==> config.mk <==
export PLATFORM = sky130hd
export DESIGN_NAME = config_ramp_controller
export DESIGN_NICKNAME = d
export VERILOG_FILES = /design/src/rtl/config_pkg.sv /design/src/rtl/ramp_step_lane.sv /design/src/rtl/config_ramp_controller.sv
export SDC_FILE = /design/constraint.sdc
export NUM_CORES = 1
export LEC_CHECK = 0
export ABC_AREA = 1
export BUFFER_PORTS_ARGS = -buffer_cell sky130_fd_sc_hd__buf_2
export CAP_MARGIN = 20
export CELL_PAD_IN_SITES_DETAIL_PLACEMENT = 2
export CELL_PAD_IN_SITES_GLOBAL_PLACEMENT = 2
export CORE_ASPECT_RATIO = 1.75
export CORE_MARGIN = 3
export CORE_UTILIZATION = 32
export CTS_BUF_LIST = sky130_fd_sc_hd__clkbuf_8
export DETAILED_ROUTE_END_ITERATION = 6
export PLACE_DENSITY = 0.81
export SYNTH_ARGS = -nofsm -noshare
export SYNTH_HDL_FRONTEND = slang
export SYNTH_SLANG_ARGS = --single-unit
==> constraint.sdc <==
create_clock -name clk -period 4.4 [get_ports clk]
set_clock_uncertainty 0.1 [all_clocks]
set_input_delay 0 -clock clk [delete_from_list [all_inputs] [get_ports clk]]
set_output_delay 0 -clock clk [all_outputs]
set_load 0.005 [all_outputs]
==> src/rtl/config_pkg.sv <==
// Shared constants for the config ramp controller: state encodings, per-state
// MU / Ca2+ targets and the SIE phase-duration table.
package config_pkg;

  typedef enum logic [2:0] {
    ST_NORMAL      = 3'd0,
    ST_ANESTHESIA  = 3'd1,
    ST_PSYCHEDELIC = 3'd2,
    ST_FLOW        = 3'd3,
    ST_MEDITATION  = 3'd4
  } brain_state_e;

  typedef enum logic {
    FSM_IDLE = 1'b0,
    FSM_RAMP = 1'b1
  } ramp_fsm_e;

  localparam int N_STATES   = 5;
  localparam int N_TBL_MU   = 6;
  localparam int N_SIE      = 6;
  localparam int SIE_W      = 16;
  localparam int MU_DEFAULT = 4;

  localparam int MU_TGT [N_STATES][N_TBL_MU] = '{
    '{4, 4, 4, 4, 4, 4},
    '{2, 6, 2, 2, 1, 1},
    '{4, 2, 4, 4, 6, 6},
    '{4, 2, 6, 6, 4, 4},
    '{4, 4, 2, 2, 2, 2}
  };

  localparam int CA_TGT [N_STATES] = '{8192, 12288, 4096, 8192, 6144};

  // Lanes: phase2..phase6, refractory (4 kHz cycles)
  localparam logic [SIE_W-1:0] SIE_TBL [N_STATES][N_SIE] = '{
    '{16'd14000, 16'd10000, 16'd10000, 16'd36000, 16'd16000, 16'd40000},
    '{16'd20000, 16'd8000,  16'd8000,  16'd24000, 16'd20000, 16'd60000},
    '{16'd16000, 16'd12000, 16'd16000, 16'd48000, 16'd20000, 16'd24000},
    '{16'd12000, 16'd8000,  16'd8000,  16'd32000, 16'd12000, 16'd48000},
    '{16'd16000, 16'd12000, 16'd12000, 16'd40000, 16'd20000, 16'd32000}
  };

  function automatic brain_state_e map_state(input logic [2:0] sel);
    if (sel > 3'd4) return ST_NORMAL;
    return brain_state_e'(sel);
  endfunction

  function automatic int mu_target(input brain_state_e st, input int lane);
    logic [2:0] l;
    l = lane[2:0];
    if (lane >= N_TBL_MU) return MU_DEFAULT;
    return MU_TGT[st][l];
  endfunction

  function automatic int ca_target(input brain_state_e st);
    return CA_TGT[st];
  endfunction

  function automatic logic [N_SIE*SIE_W-1:0] sie_word(input brain_state_e st);
    logic [N_SIE*SIE_W-1:0] w;
    w = '0;
    for (int i = 0; i < N_SIE; i++) begin
      w[i*SIE_W +: SIE_W] = SIE_TBL[st][i];
    end
    return w;
  endfunction

endpackage

==> src/rtl/ramp_step_lane.sv <==
// One ramp channel: moves cur toward tgt by at most STEP, never overshooting.
module ramp_step_lane #(
  parameter int WIDTH = 18,
  parameter int STEP  = 1
) (
  input  logic signed [WIDTH-1:0] cur_i,
  input  logic signed [WIDTH-1:0] tgt_i,
  output logic signed [WIDTH-1:0] nxt_o
);

  localparam logic signed [WIDTH:0] STEP_W = (WIDTH+1)'(STEP);
  localparam logic [WIDTH-1:0]      STEP_N = WIDTH'(STEP);

  // One extra bit so the difference of two extreme values cannot wrap.
  logic signed [WIDTH:0] diff;
  assign diff = {tgt_i[WIDTH-1], tgt_i} - {cur_i[WIDTH-1], cur_i};

  always_comb begin
    nxt_o = tgt_i;
    if (diff > STEP_W) begin
      nxt_o = cur_i + STEP_N;
    end else if (diff < -STEP_W) begin
      nxt_o = cur_i - STEP_N;
    end
  end

endmodule

==> src/rtl/config_ramp_controller.sv <==
// Commits a requested brain state and ramps MU lanes and the Ca2+ threshold
// toward its targets; SIE durations are staged until the sequencer is idle.
module config_ramp_controller
  import config_pkg::*;
#(
  parameter int WIDTH    = 18,
  parameter int FRAC     = 14,
  parameter int N_LAYERS = 6,
  parameter int MU_STEP  = 1,
  parameter int CA_STEP  = 256
) (
  input  logic                        clk,
  input  logic                        rst,
  input  logic                        clk_en,
  input  logic [2:0]                  state_select,
  input  logic                        sie_idle,
  output logic [N_LAYERS*WIDTH-1:0]   mu_dt,
  output logic signed [WIDTH-1:0]     ca_threshold,
  output logic [N_SIE*SIE_W-1:0]      sie_dur,
  output logic [2:0]                  active_state,
  output logic                        busy,
  output logic                        ramp_done,
  output logic                        sie_pending,
  output logic                        dbg_ramp
);

  typedef logic signed [WIDTH-1:0] val_t;

  val_t mu_q [N_LAYERS];
  val_t mu_d [N_LAYERS];
  val_t mu_tgt_q [N_LAYERS];
  val_t mu_tgt_d [N_LAYERS];
  val_t mu_nxt [N_LAYERS];
  val_t ca_q, ca_d, ca_tgt_q, ca_tgt_d, ca_nxt;

  brain_state_e             active_q, active_d, sel_mapped;
  ramp_fsm_e                state_q, state_d;
  logic                     ramp_done_q, ramp_done_d;
  logic [N_SIE*SIE_W-1:0]   sie_dur_q, sie_dur_d, sie_pend_q, sie_pend_d;
  logic                     sie_pending_q, sie_pending_d;
  logic                     commit, all_eq;

  for (genvar g = 0; g < N_LAYERS; g++) begin : g_mu
    ramp_step_lane #(.WIDTH(WIDTH), .STEP(MU_STEP)) u_lane (
      .cur_i (mu_q[g]),
      .tgt_i (mu_tgt_q[g]),
      .nxt_o (mu_nxt[g])
    );
    assign mu_dt[g*WIDTH +: WIDTH] = mu_q[g];
  end

  ramp_step_lane #(.WIDTH(WIDTH), .STEP(CA_STEP)) u_ca (
    .cur_i (ca_q),
    .tgt_i (ca_tgt_q),
    .nxt_o (ca_nxt)
  );

  assign sel_mapped = map_state(state_select);
  assign commit     = clk_en && (sel_mapped != active_q);

  always_comb begin
    all_eq = (ca_nxt == ca_tgt_q);
    for (int i = 0; i < N_LAYERS; i++) begin
      all_eq = all_eq && (mu_nxt[i] == mu_tgt_q[i]);
    end
  end

  // A commit only loads targets; values begin moving on the following strobe.
  always_comb begin
    mu_d          = mu_q;
    mu_tgt_d      = mu_tgt_q;
    ca_d          = ca_q;
    ca_tgt_d      = ca_tgt_q;
    active_d      = active_q;
    state_d       = state_q;
    ramp_done_d   = 1'b0;
    sie_dur_d     = sie_dur_q;
    sie_pend_d    = sie_pend_q;
    sie_pending_d = sie_pending_q;
    if (commit) begin
      active_d      = sel_mapped;
      state_d       = FSM_RAMP;
      ca_tgt_d      = WIDTH'(ca_target(sel_mapped));
      sie_pend_d    = sie_word(sel_mapped);
      sie_pending_d = 1'b1;
      for (int i = 0; i < N_LAYERS; i++) begin
        mu_tgt_d[i] = WIDTH'(mu_target(sel_mapped, i));
      end
    end else if (clk_en) begin
      if (state_q == FSM_RAMP) begin
        mu_d = mu_nxt;
        ca_d = ca_nxt;
        if (all_eq) begin
          state_d     = FSM_IDLE;
          ramp_done_d = 1'b1;
        end
      end
      if (sie_idle && sie_pending_q) begin
        sie_dur_d     = sie_pend_q;
        sie_pending_d = 1'b0;
      end
    end
  end

  always_ff @(posedge clk) begin
    if (rst) begin
      for (int i = 0; i < N_LAYERS; i++) begin
        mu_q[i]     <= WIDTH'(MU_DEFAULT);
        mu_tgt_q[i] <= WIDTH'(MU_DEFAULT);
      end
      ca_q          <= WIDTH'(ca_target(ST_NORMAL));
      ca_tgt_q      <= WIDTH'(ca_target(ST_NORMAL));
      active_q      <= ST_NORMAL;
      state_q       <= FSM_IDLE;
      ramp_done_q   <= 1'b0;
      sie_dur_q     <= sie_word(ST_NORMAL);
      sie_pend_q    <= sie_word(ST_NORMAL);
      sie_pending_q <= 1'b0;
    end else begin
      mu_q          <= mu_d;
      mu_tgt_q      <= mu_tgt_d;
      ca_q          <= ca_d;
      ca_tgt_q      <= ca_tgt_d;
      active_q      <= active_d;
      state_q       <= state_d;
      ramp_done_q   <= ramp_done_d;
      sie_dur_q     <= sie_dur_d;
      sie_pend_q    <= sie_pend_d;
      sie_pending_q <= sie_pending_d;
    end
  end

  assign ca_threshold = ca_q;
  assign sie_dur      = sie_dur_q;
  assign active_state = active_q;
  assign busy         = (state_q == FSM_RAMP);
  assign ramp_done    = ramp_done_q;
  assign sie_pending  = sie_pending_q;
  assign dbg_ramp     = (state_q == FSM_RAMP);

endmodule

-- Word-level counts from Yosys, hierarchy flattened
Memories as Yosys holds them, arrays and structs flattened. A register that Yosys moved wholly into a read port is not among the register bits.
Index checks and enable logic that the tools add are counted.
Widths: inputs -> output; s select.
- flip-flop bits (word level): 228
- ROM bits: 2560
- input bits: 7
- output and inout port bits: 229
- logic and storage cells: 102
- memories: 3
- memory list (memory ; depth ; width ; read ports ; clocked after Yosys merged registers in ; write ports ; RTL line ; source):
    (name not given) ; 8 ; 192 ; 1 ; 1 ; 0 ; config_pkg.sv:52 ; return MU_TGT[st][l];
    (name not given) ; 8 ; 96 ; 1 ; 1 ; 0 ; config_pkg.sv:63 ; w[i*SIE_W +: SIE_W] = SIE_TBL[st][i];
    (name not given) ; 8 ; 32 ; 1 ; 1 ; 0 ; config_pkg.sv:56 ; return CA_TGT[st];
- add/subtract/negate cells: 21
- order comparisons: 15
- equal/unequal tests: 8
- multiplexer cells: 25
- bitwise operators: 4
- reductions and logical operators: 14
- operators with widths (cell ; number):
    $mux 18 ; 14
    $sub 18x18->19 ; 7
    $eq 18x18->1 ; 7
    $gt 19x2->1 const B ; 6
    $lt 19x1->1 const B ; 6
    $add 18x1->18 const B ; 6
    $sub 18x1->18 const B ; 6
    $gt 19x10->1 const B ; 1
    $lt 19x9->1 const B ; 1
    $add 18x9->18 const B ; 1
    $sub 18x9->18 const B ; 1
    $mux 1 ; 9
    $logic_and 1x1->1 ; 8
    $mux 3 ; 2
    $reduce_and 3->1 ; 2
    $not 3->4 ; 1
    $reduce_bool 2->1 ; 2
    $reduce_or 4->1 ; 1
    $gt 3x3->1 const B ; 1
    $ne 3x3->1 ; 1
    $not 1->1 ; 3
    $reduce_and 2->1 ; 1

-- Logic depth before layout (Yosys ltp)
Gate-level depths: netlist of run 1.
- word-level depth: 15
- mapped depth: 29
- gate-level depth less buffers: 29

-- By module
From an unflattened synthesis of run 1, not the netlist that was laid out.
- cell total of the unflattened synthesis: 4436
- area, all modules: 25231.7 um^2
- modules (own cells, without submodules) (module ; instances ; cells an instance ; area an instance (um^2) ; seq. area each (um^2)):
    ramp_step_lane (g_mu[0].u_lane ...) ; 5 ; 504 ; 2628.8 ; 0.0
    config_ramp_controller ; 1 ; 990 ; 7275.7 ; 3463.3
    ramp_step_lane (g_mu[1].u_lane) ; 1 ; 496 ; 2561.2 ; 0.0
    ramp_step_lane (u_ca) ; 1 ; 430 ; 2250.9 ; 0.0

-- Worst setup path after synthesis of run 1
OpenSTA, ideal clock, no wires.
- kind: flip-flop to flip-flop
- start point: reg sie_pend_q[85] (netlist name)
- end point: reg state_q, in the netlist busy
- setup time: 0.132 ns
- data arrival time: 3.007 ns
- data required time: 4.168 ns
- slack: 1.160 ns
- cell stages (with the launch flop): 26
- path buffers: 1
- clock period less this slack: 3.240 ns
- cells stage by stage: dfxtp_1 > inv_1 > ha_1 > inv_1 > fa_1 > inv_1 > or2_2 > nor2_1 > nand2_1 > nor2_1 > nand2_1 > nor2_1 > nand4_1 > buf_2 > nand3_1 > o21ai_0 > nor2_1 > nand2_1 > nor2_1 > nand2_1 > nor2_1 > nand2_1 > nor2_1 > nand3_1 > nand2_1 > a21oi_1
- RTL lines (what ; RTL line ; source):
    end signal: assignment ; config_ramp_controller.sv:125 ; state_q <= state_d;
    end: declaration ; config_ramp_controller.sv:37 ; ramp_fsm_e state_q, state_d;

==> key figures, run 1 <==
Timing
  – Final hold viol count: 0
  – Min cycle time layout: roughly 4100 ps
  – Final setup vio count: 0
  – Fin crit share: 93.3%
  – Slew HR: about two fifths
  – RSZ-0062 raised after global routing: yes
  – Fmax: around 240 MHz
  – Final worst-path setup slack: ~290 ps
  – Worst-Margin Slew: 926 ps
  – Fin. max-slew vios: 0

Route
  – Highest routed layer: met4
  – Vias post-DR: 22617
  – Via/cell ratio: approximately 5.4
  – Routed wire per std cell: about 22 um
  – Final WL: 92900 um
  – Met2 WL: between 50000 and 60000 um
  – DRT met1 WL: ~34000 um
  – WL met3: around 2900 um
  – Initial DRC Count: around 940
  – First drt pass iteration count: 5
  – Final ANT Viol Nets: 0
  – DRC: 0

Global route
  – Initial antenna violation count: 1
  – Total track usage: around 29%
  – Total gr overflow: 0
  – First-pass GRT wire length: 143000 um
  – Largest net degree at the start of global routing: between 200 and 250
  – Vias in the first global route: 24961

Finish
  – Fill cell count: approximately 7600
  – Fin area: around 21000 um^2
  – Share of cells above drive strength 1: 14.1%
  – Area Growth Syn to Fin: 11.2%
  – Non-filler cells, final: 4202
  – Nets: 3471

Yosys
  – Sequential area share after synthesis: between 10% and 20%
  – Synth cell count leaders: nand2_1, nand3_1, inv_1
  – Synth top area share: a little under a fifth
  – Combinational family with the most area after synthesis: simple AND/OR/NAND/NOR gates
  – Post-Synth Adder-Cell Area: under 10%
  – Mapped cell area: 19000 um^2
  – Multiplexer share of the synthesized area: 0%
  – Largest area contributor in the netlist: dfxtp_1
  – Synth unique cells: 58
  – Compound-cell area share of the yosys netlist: about a tenth
  – Post-synth EDFFs: 0
  – Post-synth ARST share: 0%
  – Xor/xnor share of the synthesized area: ~8.8%
  – Count leader, synth: nand2_1
  – Post-synthesis average cell area: ~5.8 um^2
  – Main synth FF type: dfxtp_1
  – Yosys reg bits: 172
  – Simple-gate share of the synthesized area: ~44%
  – YS warnings: 0
  – Cell count after synthesis: 3275
  – Ranking of synthesized cells by area: dfxtp_1, nand2_1, nand3_1, xor2_1, inv_1

Clocking
  – Maximum clock path buffer count: 2
  – Clock Tree Root: clkbuf_8
  – H-tree depth: 4
  – CTS sink count: roughly 170
  – TritonCTS clock tree: done
  – Worst-Skew Late Latency: 550 ps
  – Reg clk slew, reported paths: ~130 ps
  – Cts bufs inserted: 17

Placement
  – Pre-CTS setup slack: -312 ps
  – Placed cell area: 20400 um^2
  – DP Cell Count: 4157
  – Final Wtd Congestion: a little over 0.9
  – PortBufs: approximately 190
  – Hpwl dp: 75200 um

Critical path
  – Crit path DAT: around 4400 ps
  – Startpoint types: flip-flop
  – Critical path peak fanout: 19
  – Crit end category: flip-flop
  – Req. time, crit path: around 4700 ps
  – Crit Path Category: flip-flop to flip-flop

Die
  – Core footprint: between 50000 and 60000 um^2
  – DIE HEIGHT: between 300 and 400 um
  – DIE WIDTH: roughly 190 um
  – I/O pin count: around 240
  – Initial Util: 32.5%
  – DIE AREA: just over 60000 um^2
  – Rows: ~120

Power
  – PD cells: between 300 and 400 nW/um^2
  – Switching share of power: 54.5%
  – Comb power frac: a little under 60%
  – Maximum vdd drop: ~0.22 mV
  – Leak pwr: 11.7 nW
  – Sequential power share: 23.9%
  – Internal power: 3.48 mW
  – Proportion of power drawn by the clock network: between 10% and 20%
  – Design Power: ~7.6 mW
  – Switching power: between 4 and 5 mW

Worst hold path
  – Min-Delay Path Class: flip-flop to flip-flop

Outcome
  – Outcome: finished clean

Run
  – Max-Cap Viols: 0
[metrics by stage]
stage	utilization [%]	setup TNS, ps	hold WS, ps
3_3_place_gp	34.9	-103	247
5_1_grt	36.1	-170	417
4_1_cts	35.9	0	325
2_1_floorplan	-	0	77.4
3_5_place_dp	34.9	-522	279
6_report	36.1	0	380
[repair_timing]
| action | 4_1_cts | 5_1_grt |
|---|---|---|
| setup buffers | 0 | 3 |
| gates resized for setup | 7 | 34 |
| setup endpoints to repair | 2 | 2 |
| endpoints found under the hold margin | 22 | 0 |
| hold buffers | 9 | 0 |
| cloned | 0 | 0 |
| pin swaps | 0 | 1 |
[registers in the layout, indices dropped and copies added, names as in the netlist]
register      flops
mu_dt           108
sie_dur          20
sie_pend_q       20
ca_threshold     18
mu_tgt_q          2
active_state      1
busy              1
ramp_done         1
sie_pending       1
[worst max-delay path, cell delays in order (launching register included)]
cell and delay, ps:
dfxtp_4 450, clkinvlp_4 170, fa_1 460, inv_1 140, nand3_2 140, nand2_2 160
nand2_1 100, o21ai_1 140, nand2_1 90, nor2_1 100, nand2_1 80, nor2_2 130
nand3_4 270, nand3_1 160, nand2_1 80, inv_1 60, nand2_1 180, nor2_1 340
nand2_1 100, nor2_1 100, nand3_1 80, nor2_1 110, nand3_1 90, nand2_1 70
a21oi_1 60
[per-layer routing]
| layer | vias to the layer above | track usage (%) |
|---|---|---|
| li1 | 10576 | - |
| met1 | 11219 | 29.4 |
| met2 | 570 | 56.3 |
| met3 | 252 | 3.05 |
| met4 | 0 | 17.6 |
| met5 | - | 0 |
[cell families (layout without fill, tap and decap cells)]
family | after synthesis | count (layout)
buffers and inverters | 651 | 760
AOI/OAI and AO/OA | 353 | 353
other | 2 | 47
adders and majority gates | 49 | 49
xor gates and xnor gates | 191 | 191
and+or+nand+nor | 1857 | 1857
DFF | 172 | 172
[path summary, 6_finish.rpt]
path,startpoint,to,slack (ps),cells after the start
worst max-delay path,sie_pend_q[38],busy,290,24
worst min-delay path,sie_pend_q[77],sie_pend_q[77],380,1
worst max register to register,sie_pend_q[38],busy,290,24
worst min register to register,sie_pend_q[77],sie_pend_q[77],380,1
[power groups by stage]
stage	Clock, mW	Combinational (mW)	Sequential (mW)
after floorplan	0	2.99	1.76
after global placement	0	4.21	1.86
after detailed placement	0	4.42	1.86
after CTS	1.32	4.47	1.83
after global routing	1.39	5.02	1.84
final	1.29	4.52	1.83
[cells in the final DEF, fill, tap and decap left out, types with 4 or more instances in the layout]
| cell type | Yosys | final |
|---|---|---|
| inv_1 | 415 | 413 |
| inv_6 | 0 | 4 |
| a211oi_1 | 7 | 7 |
| nand2_1 | 814 | 811 |
| dlygate4sd3_1 | 0 | 9 |
| nor4_2 | 3 | 4 |
| and2_1 | 4 | 4 |
| nor3_2 | 3 | 4 |
| nor4_1 | 13 | 11 |
| o21ai_1 | 9 | 14 |
| clkinv_8 | 0 | 4 |
| nand3b_1 | 11 | 11 |
| xor2_1 | 185 | 185 |
| nand2_4 | 4 | 10 |
| nor2_4 | 13 | 14 |
| dfxtp_1 | 172 | 166 |
| dfxtp_2 | 0 | 4 |
| nor2_2 | 46 | 52 |
| nor2_1 | 360 | 353 |
| a21oi_1 | 144 | 143 |
| clkbuf_8 | 0 | 17 |
| clkinv_1 | 9 | 8 |
| o21ai_0 | 156 | 151 |
| nand4_1 | 59 | 59 |
| inv_2 | 27 | 28 |
| nand3_1 | 423 | 420 |
| a31oi_1 | 11 | 11 |
| buf_2 | 35 | 188 |
| nand3_2 | 19 | 19 |
| inv_8 | 0 | 4 |
| conb_1 | 2 | 46 |
| nor3_1 | 43 | 42 |
| xnor2_1 | 6 | 6 |
| nand3_4 | 2 | 5 |
| fa_1 | 6 | 6 |
| o21bai_1 | 4 | 4 |
| ha_1 | 43 | 43 |
| nand2_2 | 29 | 26 |
| o211ai_1 | 8 | 8 |
| buf_4 | 92 | 78 |
[area by class of cell]
cell class | instances | area [um^2] | area share [%]
timing repair buffer | 276 | 1640 | 7.76
inverter | 452 | 1710 | 8.10
multi-input combinational | 2496 | 12900 | 61.1
tap | 773 | 967 | 4.59
sequential | 172 | 3460 | 16.4
antenna | 1 | 2.50 | 0.0119
clock inverter | 15 | 191 | 0.908
clock buffer | 17 | 234 | 1.11
No activity file was read; power rests on OpenSTA's default activity.
==> run 2, diff against run 1 <==
CORE_MARGIN = default   (was 3)
==> key figures, run 2 (synthesized netlist as in run 1, its figures left out) <==
Timing
  – Min cycle time layout: 4190 ps (was 4110 ps)
  – Setup TNS: 0 ps (unchanged)
  – Final hold viol count: 0 (unchanged)
  – RSZ-0062 raised after global routing: yes (unchanged)
  – Fmax: 239 MHz (was 244 MHz)
  – Final setup vio count: 0 (unchanged)
  – Slew HR: 34.7% (was 38.2%)
  – Fin crit share: 95.1% (was 93.3%)
  – Worst-Margin Slew: 979 ps (was 926 ps)
  – Fin. max-slew vios: 0 (unchanged)

Critical path
  – Crit path DAT: 4480 ps (was 4420 ps)
  – Crit path max-delay family: simple AND/OR/NAND/NOR gates (unchanged)
  – Worst R2R Setup Slack: 210 ps (was 290 ps)
  – Largest stage delay, worst path: 470 ps (was 460 ps)
  – Startpoint types: flip-flop (unchanged)
  – Reg2Reg Depth: 26 (was 24)
  – Req. time, crit path: 4690 ps (was 4710 ps)
  – CP Depth: 26 (was 24)
  – Critical path peak fanout: 10 (was 19)
  – Crit path capture: busy (unchanged)
  – Most used cell, CP: nand2_1 (unchanged)
  – Origin of the worst setup path: sie_pend_q[38] (unchanged)
  – Crit Path Category: flip-flop to flip-flop (unchanged)
  – R2R Path End: busy (unchanged)
  – Reg-to-Reg Start: sie_pend_q[38] (unchanged)
  – Crit-path slowest cell: fa_1 (unchanged)
  – Crit end category: flip-flop (unchanged)
  – CP bufs+invs: 2 (was 3)

Power
  – Comb power frac: 58.5% (was 59.1%)
  – Design Power: 7.71 mW (was 7.64 mW)
  – Maximum vdd drop: 0.216 mV (was 0.219 mV)
  – Proportion of power drawn by the clock network: 17.8% (was 16.9%)
  – Switching share of power: 53.1% (was 54.5%)
  – PD cells: 365 nW/um^2 (was 363 nW/um^2)
  – Leak pwr: 11.8 nW (was 11.7 nW)
  – Internal power: 3.62 mW (was 3.48 mW)
  – Sequential power share: 23.7% (was 23.9%)
  – Switching power: 4.10 mW (was 4.16 mW)

Die
  – DIE AREA: 60300 um^2 (was 62300 um^2)
  – DIE HEIGHT: 324 um (was 328 um)
  – Rows: 117 (unchanged)
  – I/O pin count: 236 (unchanged)
  – Core footprint: 58400 um^2 (unchanged)
  – DIE WIDTH: 186 um (was 190 um)
  – Initial Util: 32.5% (unchanged)

Global route
  – Total track usage: 30.4% (was 29.1%)
  – Vias in the first global route: 24953 (was 24961)
  – Total gr overflow: 0 (unchanged)
  – First-pass GRT wire length: 141000 um (was 143000 um)
  – Initial antenna violation count: 1 (unchanged)
  – Largest net degree at the start of global routing: 96 (was 203)

Outcome
  – Outcome: finished clean (unchanged)

Finish
  – Max reg flops: 108 (unchanged)
  – Nets: 3479 (was 3471)
  – Sequential cell area: 3450 um^2 (was 3460 um^2)
  – Area Growth Syn to Fin: 11.4% (was 11.2%)
  – Final core occ: 36.2% (was 36.1%)
  – Multi-input logic area: 12900 um^2 (about the same)
  – Most frequent cells in the layout: nand2_1, nand3_1, inv_1 (unchanged)
  – Fill cell count: 7505 (was 7574)
  – Most common cell after layout, fill and taps aside: nand2_1 (unchanged)
  – Share of cells above drive strength 1: 14.0% (was 14.1%)

Route
  – DRC: 0 (unchanged)
  – Final WL: 92200 um (was 92900 um)
  – Vias post-DR: 22668 (was 22617)
  – Routed wire per std cell: 21.9 um (was 22.1 um)
  – Initial DRC Count: 792 (was 941)
  – First drt pass iteration count: 5 (unchanged)
  – Final ANT Viol Nets: 0 (unchanged)
  – Via/cell ratio: 5.38 (about the same)

Placement
  – Final Wtd Congestion: 0.953 (was 0.926)
  – Hpwl dp: 74400 um (was 75200 um)
  – PortBufs: 189 (unchanged)

Clocking
  – CTS sink count: 172 (unchanged)
  – H-tree depth: 4 (unchanged)
  – Clock Tree Root: clkbuf_8 (unchanged)
  – TritonCTS clock tree: done (unchanged)
  – Cts bufs inserted: 17 (unchanged)
  – Worst-Skew Late Latency: 540 ps (was 550 ps)
  – Reg clk slew, reported paths: 110 ps (was 130 ps)
  – Maximum clock path buffer count: 2 (unchanged)

Run
  – Max-Cap Viols: 0 (unchanged)

Worst hold path
  – Hold Path Origin: state_select[2] (was sie_pend_q[77])
  – Min-Delay Path Class: input port to flip-flop (was flip-flop to flip-flop)
==> run 2: cell count changes in the layout (fill, tap and decap cells not counted), sizes merged <==
cell and change:
dlygate4sd3 -1, buf +9, clkinv -5, clkinvlp +1
inv +1, bufinv +3
==> run 2: worst min path at each step <==
stage	to	slack, ps	cells past startpoint
2_1_floorplan	sie_pending	80	3
3_3_place_gp	sie_pending	250	4
3_5_place_dp	sie_pending	270	4
4_1_cts	sie_pend_q[12]	20	5
5_1_grt	sie_pend_q[11]	120	5
6_report	sie_pend_q[12]	70	5
==> run 2: cell type report <==
type                            count  share of cell area (%)
Clock inverter                     15                   0.989
Tap cell                          773                    4.58
Multi-Input combinational cell   2496                    60.9
Timing Repair Buffer              284                    8.08
Clock buffer                       17                    1.11
Inverter                          452                    8.06
Antenna cell                        1                  0.0118
Sequential cell                   172                    16.3
==> run 2: stage by stage <==
step                instance area, um^2  hold slack, ps  instances  worst slack (ps)
floorplan                         19100            77.4       3319              1160
global placement                  20400             253       4155             -52.8
detailed placement                20400             268       4155              -202
CTS                               20900            15.6       4197              10.5
global route                      21100             118       4210             -31.8
finish                            21100            68.5       4210               215
==> run 2: worst min-delay path, delay by kind of cell <==
family,cells,cell delay (ps)
AOI/OAI and AO/OA,1,140
buffers and inverters,2,170
and+or+nand+nor,2,370
==> run 2: power by group through the flow <==
stage / registers (mW) / clock network (mW) / logic, mW
6_report: 1.83 / 1.37 / 4.51
4_1_cts: 1.83 / 1.41 / 4.47
3_3_place_gp: 1.86 / 0 / 4.20
5_1_grt: 1.84 / 1.44 / 4.95
2_1_floorplan: 1.76 / 0 / 2.99
3_5_place_dp: 1.86 / 0 / 4.42
==> run 2: repair_timing <==
| action | 4_1_cts | 5_1_grt |
|---|---|---|
| endpoints found under the hold margin | 10 | 0 |
| pin swaps | 1 | 1 |
| endpoints found under the setup margin | 2 | 2 |
| hold buffers | 8 | 0 |
| resized for setup | 4 | 17 |
| buffers inserted | 2 | 12 |
==> run 2: per-layer routing <==
layer | up-vias | GRT usage [%] | wire length [um]
met5 | - | 0 | 0
met4 | 0 | 19.1 | 5820
met3 | 280 | 2.95 | 2440
met2 | 557 | 58.9 | 49800
met1 | 11249 | 30.4 | 34200
li1 | 10582 | - | -
==> run 3, diff against run 2 <==
REMOVE_ABC_BUFFERS = 1   (was default)
==> key figures, run 3 (synthesized netlist as in run 1, its figures left out) <==
Route
  – Via/cell ratio: 5.42 (was 5.38)
  – Routed wire per std cell: 22.3 um (was 21.9 um)
  – Initial DRC Count: 916 (was 792)
  – Final WL: 93800 um (was 92200 um)
  – DRC: 0 (unchanged)
  – Vias post-DR: 22748 (was 22668)
  – First drt pass iteration count: 5 (unchanged)
  – Final ANT Viol Nets: 0 (unchanged)

Power
  – Maximum vdd drop: 0.242 mV (was 0.216 mV)
  – Leak pwr: 11.7 nW (was 11.8 nW)
  – PD cells: 367 nW/um^2 (was 365 nW/um^2)

Finish
  – Fill cell count: 7478 (was 7505)
  – Final core occ: 36.0% (was 36.2%)
  – Sequential cell area: 3460 um^2 (was 3450 um^2)
  – Multi-input logic area: 12900 um^2 (about the same)
  – Nets: 3466 (was 3479)
  – Share of cells above drive strength 1: 14.1% (was 14.0%)
  – Most common cell after layout, fill and taps aside: nand2_1 (unchanged)
  – Non-filler cells, final: 4197 (was 4210)
  – Most frequent cells in the layout: nand2_1, nand3_1, inv_1 (unchanged)
  – Area Growth Syn to Fin: 10.9% (was 11.4%)
  – Max reg flops: 108 (unchanged)

Die
  – Initial Util: 32.5% (unchanged)
  – Rows: 117 (unchanged)
  – Core footprint: 58400 um^2 (unchanged)
  – DIE AREA: 60300 um^2 (unchanged)
  – DIE WIDTH: 186 um (unchanged)
  – I/O pin count: 236 (unchanged)
  – DIE HEIGHT: 324 um (unchanged)

Clocking
  – Maximum clock path buffer count: 2 (unchanged)
  – TritonCTS clock tree: done (unchanged)
  – H-tree depth: 4 (unchanged)
  – Worst-Skew Late Latency: 580 ps (was 540 ps)
  – Reg clk slew, reported paths: 120 ps (was 110 ps)
  – CTS sink count: 172 (unchanged)
  – Clock Tree Root: clkbuf_8 (unchanged)
  – Cts bufs inserted: 17 (unchanged)

Run
  – Max-Cap Viols: 0 (unchanged)

Timing
  – Worst-Margin Slew: 1010 ps (was 979 ps)
  – Final setup vio count: 0 (unchanged)
  – Min cycle time layout: 4230 ps (was 4190 ps)
  – Fmax: 236 MHz (was 239 MHz)
  – Final hold viol count: 0 (unchanged)
  – Fin crit share: 96.2% (was 95.1%)
  – Fin. max-slew vios: 0 (unchanged)
  – Slew HR: 32.5% (was 34.7%)

Global route
  – Initial antenna violation count: 1 (unchanged)
  – Total gr overflow: 0 (unchanged)
  – Vias in the first global route: 25072 (was 24953)
  – Largest net degree at the start of global routing: 140 (was 96)
  – Total track usage: 31.1% (was 30.4%)
  – First-pass GRT wire length: 143000 um (was 141000 um)

Placement
  – DP Cell Count: 4146 (was 4155)
  – Final Wtd Congestion: 0.965 (was 0.953)
  – PortBufs: 189 (unchanged)
  – Hpwl dp: 74300 um (was 74400 um)

Critical path
  – Critical path peak fanout: 18 (was 10)
  – Req. time, crit path: 4810 ps (was 4690 ps)
  – Crit end category: flip-flop (unchanged)
  – Startpoint types: flip-flop (unchanged)
  – Crit Path Category: flip-flop to flip-flop (unchanged)
  – Crit path DAT: 4640 ps (was 4480 ps)

Worst hold path
  – Min-Delay Path Class: flip-flop to flip-flop (was input port to flip-flop)

Outcome
  – Outcome: finished clean (unchanged)
[run 3: cell types whose count changed in the layout (fill, tap and decap cells not counted), moves of 2 or more]
cell / previous run / this run
buf_4: 86 / 72
dfxtp_1: 169 / 164
dfxtp_2: 3 / 7
inv_6: 4 / 6
inv_8: 2 / 0
nand2_1: 812 / 808
nand2_2: 28 / 33
nand3_2: 17 / 20
nor2_1: 359 / 355
nor2_2: 46 / 50
nor3_2: 3 / 5
[run 3: path summary, 6_finish.rpt]
check	startpoint	endpoint	slack (ps)	cells past startpoint
worst max-delay path	sie_pend_q[38]	ramp_done	170	23
worst min-delay path	sie_dur[54]	sie_dur[54]	380	2
worst min register to register	sie_dur[54]	sie_dur[54]	380	2
worst max register to register	sie_pend_q[38]	ramp_done	170	23
[run 3: final cells by class]
cell class              count  area share [%]
diodes                      1          0.0119
well taps                 773            4.60
inverters                 452            8.11
clock inverters            15           0.881
clock buffers              17            1.11
repair buffers            270            7.62
flip-flops and latches    172            16.4
multi-input cells        2497            61.2
[run 3: layer usage]
metal  GRT usage, %  share of wire (%)  vias to the layer above
met2           60.0                 54                      618
li1               -                  -                    10569
met4           20.8                6.6                        0
met1           30.4                 36                    11280
met5              0                  0                        -
met3           3.57                3.1                      281
[run 3: critical path: stages (launching register included)]
cell	delay (ps)
dfxtp_1	350
inv_1	180
fa_1	470
inv_1	120
nand3_2	140
nand2_2	210
nand2_1	120
nand2_1	80
nand2_1	90
nor2_1	100
nand3_1	160
nor2_1	160
nand3_2	90
buf_4	220
nand3_1	110
nand2_1	100
nor2_2	200
nand4_1	240
nor4_2	300
buf_4	190
nand3_1	140
nor2_1	120
nand3_1	80
nor2_1	90
[run 3: power by group]
| part | switching (mW) | internal [mW] | total [mW] | leakage [nW] |
|---|---|---|---|---|
| Combinational | 3.19 | 1.35 | 4.54 | 10.1 |
| Sequential | 0.196 | 1.64 | 1.84 | 1.40 |
| Clock | 0.758 | 0.569 | 1.33 | 0.202 |
| Total | 4.15 | 3.56 | 7.71 | 11.7 |
[run 3: stage by stage]
step | hold slack [ps] | setup slack, ps | power [mW] | instance area [um^2] | setup TNS [ps]
finish | 382 | 166 | 7.71 | 21000 | 0
global route | 408 | -0.139 | 8.22 | 21000 | -0.139
CTS | 339 | 14.0 | 7.64 | 20900 | 0
detailed placement | 207 | -403 | 6.27 | 20300 | -565
global placement | 192 | -305 | 6.07 | 20300 | -381
floorplan | -30.9 | -2090 | 4.63 | 17900 | -109810
[run 3: timing repair]
action,4_1_cts,5_1_grt
pin swaps,0,5
resized for setup,8,28
setup endpoints to repair,2,2
hold buffers,8,0
hold endpoints to repair,27,0
gates cloned,0,1
buffers inserted,0,9
